[src/rtl/add_word_sequencer.sv]
// Multi-precision add/subtract sequencer for an external N-bit ripple-carry adder.
// Operand words stream in LSW first. The adder's carry-out is chained between
// words through carry_q. Each result word is held in a single output register.
module add_word_sequencer #(
   parameter int N     = 16,
   parameter int WORDS = 4,
   parameter int IW    = (WORDS > 1) ? $clog2(WORDS) : 1
) (
   input  logic          Clock,
   input  logic          Reset,
   input  logic          in_valid,
   output logic          in_ready,
   input  logic [N-1:0]  in_x,
   input  logic [N-1:0]  in_y,
   input  logic          in_first,
   input  logic          in_last,
   input  logic          in_sub,
   output logic          add_carryin,
   output logic [N-1:0]  add_X,
   output logic [N-1:0]  add_Y,
   input  logic [N-1:0]  add_S,
   input  logic          add_carryout,
   output logic          out_valid,
   input  logic          out_ready,
   output logic [N-1:0]  out_s,
   output logic [IW-1:0] out_idx,
   output logic          out_last,
   output logic          out_carry,
   output logic          frame_err,
   output logic          seq_err
);

   localparam logic [IW-1:0] IDX_MAX = IW'(WORDS - 1);

   typedef enum logic {IDLE, ACTIVE} state_t;

   state_t        state, state_nxt;
   logic          carry_q;
   logic          sub_q;
   logic [IW-1:0] idx_q;
   logic          accept;
   logic          first;
   logic          eff_sub;
   logic [IW-1:0] idx_nxt;

   // Single output register: a new word can be taken when the register is empty
   // or is being drained in this same cycle.
   assign in_ready = !out_valid || out_ready;
   assign accept   = in_valid && in_ready;

   // A word is first when no frame is open, or when in_first restarts the chain mid-frame.
   assign first    = (state == IDLE) || in_first;
   assign eff_sub  = first ? in_sub : sub_q;

   // Index of the next word. It saturates so that an overlong frame still reports a legal index.
   assign idx_nxt  = first ? '0 : ((idx_q == IDX_MAX) ? idx_q : idx_q + 1'b1);

   // Adder drive. Subtract is done as X + ~Y + 1, and the +1 enters on the first word only.
   always_comb begin
      add_X       = in_x;
      add_Y       = eff_sub ? ~in_y : in_y;
      add_carryin = first ? in_sub : carry_q;
   end

   // Frame state register
   always_ff @(posedge Clock) begin
      if (Reset) state <= IDLE;
      else       state <= state_nxt;
   end

   // Next-state logic. Only an accepted word moves the FSM.
   always_comb begin
      state_nxt = state;
      if (accept) state_nxt = in_last ? IDLE : ACTIVE;
   end

   // Carry chain and per-frame context. These registers hold while no word is accepted.
   always_ff @(posedge Clock) begin
      if (Reset) begin
         carry_q <= 1'b0;
         sub_q   <= 1'b0;
         idx_q   <= '0;
      end else if (accept) begin
         carry_q <= add_carryout;
         idx_q   <= idx_nxt;
         if (first) sub_q <= in_sub;
      end
   end

   // Output register. It loads on accept, clears valid after a drain, and otherwise holds.
   always_ff @(posedge Clock) begin
      if (Reset) begin
         out_valid <= 1'b0;
         out_s     <= '0;
         out_idx   <= '0;
         out_last  <= 1'b0;
         out_carry <= 1'b0;
         frame_err <= 1'b0;
         seq_err   <= 1'b0;
      end else if (accept) begin
         out_valid <= 1'b1;
         out_s     <= add_S;
         out_idx   <= idx_nxt;
         out_last  <= in_last;
         out_carry <= add_carryout;
         frame_err <= !first && (idx_q == IDX_MAX);
         seq_err   <= (state == ACTIVE) && in_first;
      end else if (out_ready) begin
         out_valid <= 1'b0;
      end
   end

endmodule

[config.mk]
export PLATFORM = sky130hd
export DESIGN_NAME = add_word_sequencer
export DESIGN_NICKNAME = d
export VERILOG_FILES = /design/src/rtl/add_word_sequencer.sv
export SDC_FILE = /design/constraint.sdc
export NUM_CORES = 1
export LEC_CHECK = 0
export ABC_CLOCK_PERIOD_IN_PS = 1700
export BUFFER_PORTS_ARGS = -buffer_cell sky130_fd_sc_hd__buf_2
export CAP_MARGIN = 40
export CORE_MARGIN = 2
export CORE_UTILIZATION = 26
export CTS_BUF_LIST = sky130_fd_sc_hd__clkbuf_2
export DETAILED_ROUTE_END_ITERATION = 10
export PLACE_DENSITY_LB_ADDON = 0.15
export SETUP_SLACK_MARGIN = 0.5
export SYNTH_ARGS = -nofsm -noshare
export SYNTH_HDL_FRONTEND = slang
export SYNTH_SLANG_ARGS = --single-unit
[constraint.sdc]
create_clock -name Clock -period 1.7 [get_ports Clock]
set_input_delay 0.17 -clock Clock [delete_from_list [all_inputs] [get_ports Clock]]
set_output_delay 0.17 -clock Clock [all_outputs]
set_load 0.01 [all_outputs]
* Word-level counts from Yosys, hierarchy flattened
Index checks and enable logic that the tools add are counted.
** Cells by class
- Add/sub/neg operators :: 1
- Eq/ne operators :: 2
- Muxes and demuxes :: 8
- Bitwise logic cells :: 2
- Reduce and logical (&&, ||, !) cells :: 9
** Operators with widths (number)
- $mux 16 :: 1
- $not 16->16 :: 1
- $mux 1 :: 5
- $mux 2 :: 2
- $logic_and 1x1->1 :: 3
- $add 2x1->2 const B :: 1
- $eq 2x2->1 const B :: 1
- $logic_not 1->1 :: 2
- $logic_or 1x1->1 :: 2
- $ne 2x2->1 const B :: 1
- $reduce_and 2->1 :: 1
- $reduce_bool 2->1 :: 1
- $not 1->1 :: 1
** Storage, ports and cells
- Register bits :: 25
- Output and inout bits :: 57
- Logic and storage cells :: 31

* Depth between registers and ports, before layout
- Depth in word-level cells :: 4
- Mapped depth :: 5

* Worst setup path after synthesis
No wires, ideal clock.
- Kind :: register -> output
- Start :: register state
- End :: output add_Y[0]
- Arrival time :: 1.159 ns
- Required time :: 1.530 ns
- Path slack :: 0.371 ns
- Stages on the path, launching flop included :: 5
- Cells stage by stage :: dfxtp_1 > nand2b_4 > mux2i_4 > buf_8 > xnor2_1
** On the way
- Cells in the longest elaborated chain, start to end :: 4
** Ends and longest elaborated chain
- start: declaration :: RTL line 37 : state_t state, state_nxt;
- start signal: assignment :: RTL line 68 : else state <= state_nxt;
- $not 1->1 :: RTL line 52 : assign first = (state == IDLE) || in_first;
- $logic_or 1x1->1 :: RTL line 52
- $mux 1
- $mux 16 :: RTL line 61 : add_Y = eff_sub ? ~in_y : in_y;
- end: declaration :: RTL line 20 : output logic [N-1:0] add_Y,
No other way between the ends.

* Final worst setup path
- Start :: register state
- End :: output add_Y[13]
Same word-level chain as after synthesis.

==> flow_summary.json <==
{
  "drt_pass1_iterations": 4,
  "start_util_pct": 27.2,
  "grt_usage_pct": 13.7,
  "placedCellCount": 273,
  "row_count": 25,
  "gp_congestion": 0.661,
  "vdd_drop_max_mv": 0.416,
  "die_y_um": 74.5,
  "drt_wl_total_um": 4050,
  "min_period_ps": 1760,
  "final.setup.worst_slack_ps": -63.8,
  "crit_arrival_ps": 1590,
  "drt_iter0_drc": 38,
  "critPathLaunch": "state$_SDFFE_PP0P_",
  "r2r_end": "sub_q$_SDFFE_PP0P_",
  "die_width_um": 74.5,
  "port_buffers": 80,
  "yosysWarnings": 0,
  "rsz0062_at_grt": "true",
  "synth_area_per_cell_um2": 8.57,
  "insertion_delay_ps": 370,
  "fin_total_pwr_mw": 1.33,
  "finalCritPeriodShare_pct": 104,
  "p_switching_mw": 0.427,
  "place_hpwl_um": 2470,
  "area_growth_pct": 70.0,
  "root_buffer": "clkbuf_2",
  "power_frac_seq_pct": 47.9,
  "drv_slew": 0,
  "vias": 1380,
  "finalSetupTns_ps": -842,
  "max_freq_mhz": 567,
  "synth.area.top_cells": "dfxtp_1, xnor2_1, a21oi_1",
  "finalHoldViolations": 0,
  "skew_ps": 24.3,
  "utilization_pct": 46.3,
  "synth-seq-cells": 25,
  "clock_path_buffers": 2,
  "synth_fp_nets": 208,
  "synthArstFlopShare_pct": 0,
  "dp_slack_ps": 342,
  "grt_overflow": 0,
  "grt_pass1_wl_um": 5940,
  "final_antenna_net_count": 0,
  "yosysUniqueCellTypes": 24,
  "coreArea_um2": 4750,
  "clk_pin_slew_ps": 240,
  "cts_tree": "yes",
  "synthTopCellsByCount": "a21oi_1, dfxtp_1, o21ai_0",
  "cts_sinks": 25,
  "antenna_found_initial": 0,
  "syn-instance-count": 151,
  "wire_per_inst_um": 13.4,
  "swShare_pct": 32.1,
  "crit_path_start_kind": "flip-flop",
  "drc": 0,
  "p_leak_nw": 0.974,
  "tightest_slew_ps": 538,
  "io_pins": 113,
  "r2r_start": "out_valid$_SDFFE_PP0P_",
  "synth_top_area_share_pct": 38.7,
  "synth_edf_count": 0,
  "internal_power_mw": 0.903,
  "holdPathStages": 3,
  "grt_max_degree": 26,
  "synth_seq_area_share_pct": 38.7,
  "synth_area_um2": 1290,
  "setup_violations": 16,
  "min_to": "out_s[3]$_SDFFE_PP0P_",
  "worstPathMaxFanout": 16,
  "combPwrFrac_pct": 33.1,
  "slew_headroom_pct": 64.1,
  "powerDensity_nw_per_um2": 604,
  "grt_pass1_vias": 1266,
  "nets": 293,
  "reg2reg_depth": 5,
  "die-area_um2": 5560,
  "status": "finished with violations",
  "hold_class": "in -> reg",
  "cts_max_level": 1,
  "rrSetupSlack_ps": 420,
  "violations": "setup timing",
  "yosysTopAreaCell": "dfxtp_1",
  "vias_per_cell": 4.57,
  "drive_above_1_share_pct": 60.4,
  "stdcell_count": 302,
  "synth_flop_cell": "dfxtp_1",
  "min-delay-start": "add_S[3]",
  "cts_buffers": 3,
  "drv_cap": 0,
  "crit_type": "reg -> out",
  "pwr-share-clk_pct": 19.0,
  "endpoint_kind": "output port",
  "antenna_cells": 0,
  "critPathRequiredTime_ps": 1530
}
[what timing repair did]
item | in CTS | in global routing
pin swaps | 3 | 12
cloned | 2 | 1
resized for setup | 15 | 50
setup endpoints to repair | 28 | 32
setup buffers | 3 | 5
endpoints found under the hold margin | 12 | 2
hold buffers | 12 | 2
[worst max path at each step]
| stage | end | slack, ps |
|---|---|---|
| finish | add_Y[13] | -60 |
| global route | add_Y[10] | -170 |
| CTS | add_Y[13] | -90 |
| detailed placement | add_Y[13] | 340 |
| global placement | add_Y[12] | 360 |
| floorplan | add_Y[0] | 380 |
[stage by stage]
step	cell area, µm²	hold WS, ps
CTS	1970	1.11
global route	2200	17.4
floorplan	1390	318
detailed placement	1730	340
finish	2200	26.6
global placement	1730	340
[critical path, cell delays in order, from the launching register on]
cell	delay, ps
dfxtp_4	420
nand2b_4	80
mux2i_4	250
buf_12	220
xnor2_1	130
buf_2	140
[per-layer routing]
metal / up-vias / wire, µm / global-route usage (%)
li1: 684 / - / -
met1: 619 / 1750 / 17.7
met4: 0 / 73 / 3.97
met2: 63 / 1890 / 22.7
met3: 14 / 340 / 3.12
met5: - / 0 / 0
[state kept, by name, summed over array words and instances (netlist names)]
name	cells
out_idx	2
frame_err	1
out_valid	1
state	1
out_carry	1
sub_q	1
out_s	16
seq_err	1
out_last	1
[power by group through the flow]
stage	Clock, mW	Combinational, mW	Sequential (mW)
detailed placement	0	0.351	0.646
floorplan	0	0.230	0.658
CTS	0.260	0.398	0.636
finish	0.252	0.441	0.637
global route	0.278	0.480	0.642
global placement	0	0.352	0.646
[final cells by class]
cell class,count,area [µm²]
clock inverter,1,7.51
tap,67,83.8
inverter,2,12.5
timing repair buffer,108,739
sequential,25,510
clock buffer,3,15.0
fill,494,2550
multi-input combinational,95,822
timing repair inverter,1,8.76
[cells in the final DEF, fill, tap and decap left out, types with 2 or more instances in the layout]
cell type / instances
buf_2: 78
dfxtp_1: 21
a21oi_1: 19
dlygate4sd3_1: 14
nand3_1: 13
o21ai_1: 11
xnor2_2: 9
xnor2_1: 6
o21ai_2: 6
a21oi_2: 6
buf_4: 6
buf_6: 5
nand3_2: 4
o21ai_0: 3
clkbuf_2: 3
clkinv_4: 2
nand3_4: 2
o31ai_2: 2
nand4_1: 2
dfxtp_4: 2
dfxtp_2: 2
buf_12: 2
[cell families (layout without fill, tap and decap cells)]
family	count (synthesis)	in the layout	synth area share (%)
buf+inv	31	115	14.8
fa+ha+maj	1	1	0.967
xor+xnor	16	16	10.8
simple gates	27	27	12.5
compound gates	49	49	19.6
flops	25	25	38.7
mux	2	2	2.61
Power figures use the tool's default switching activity.
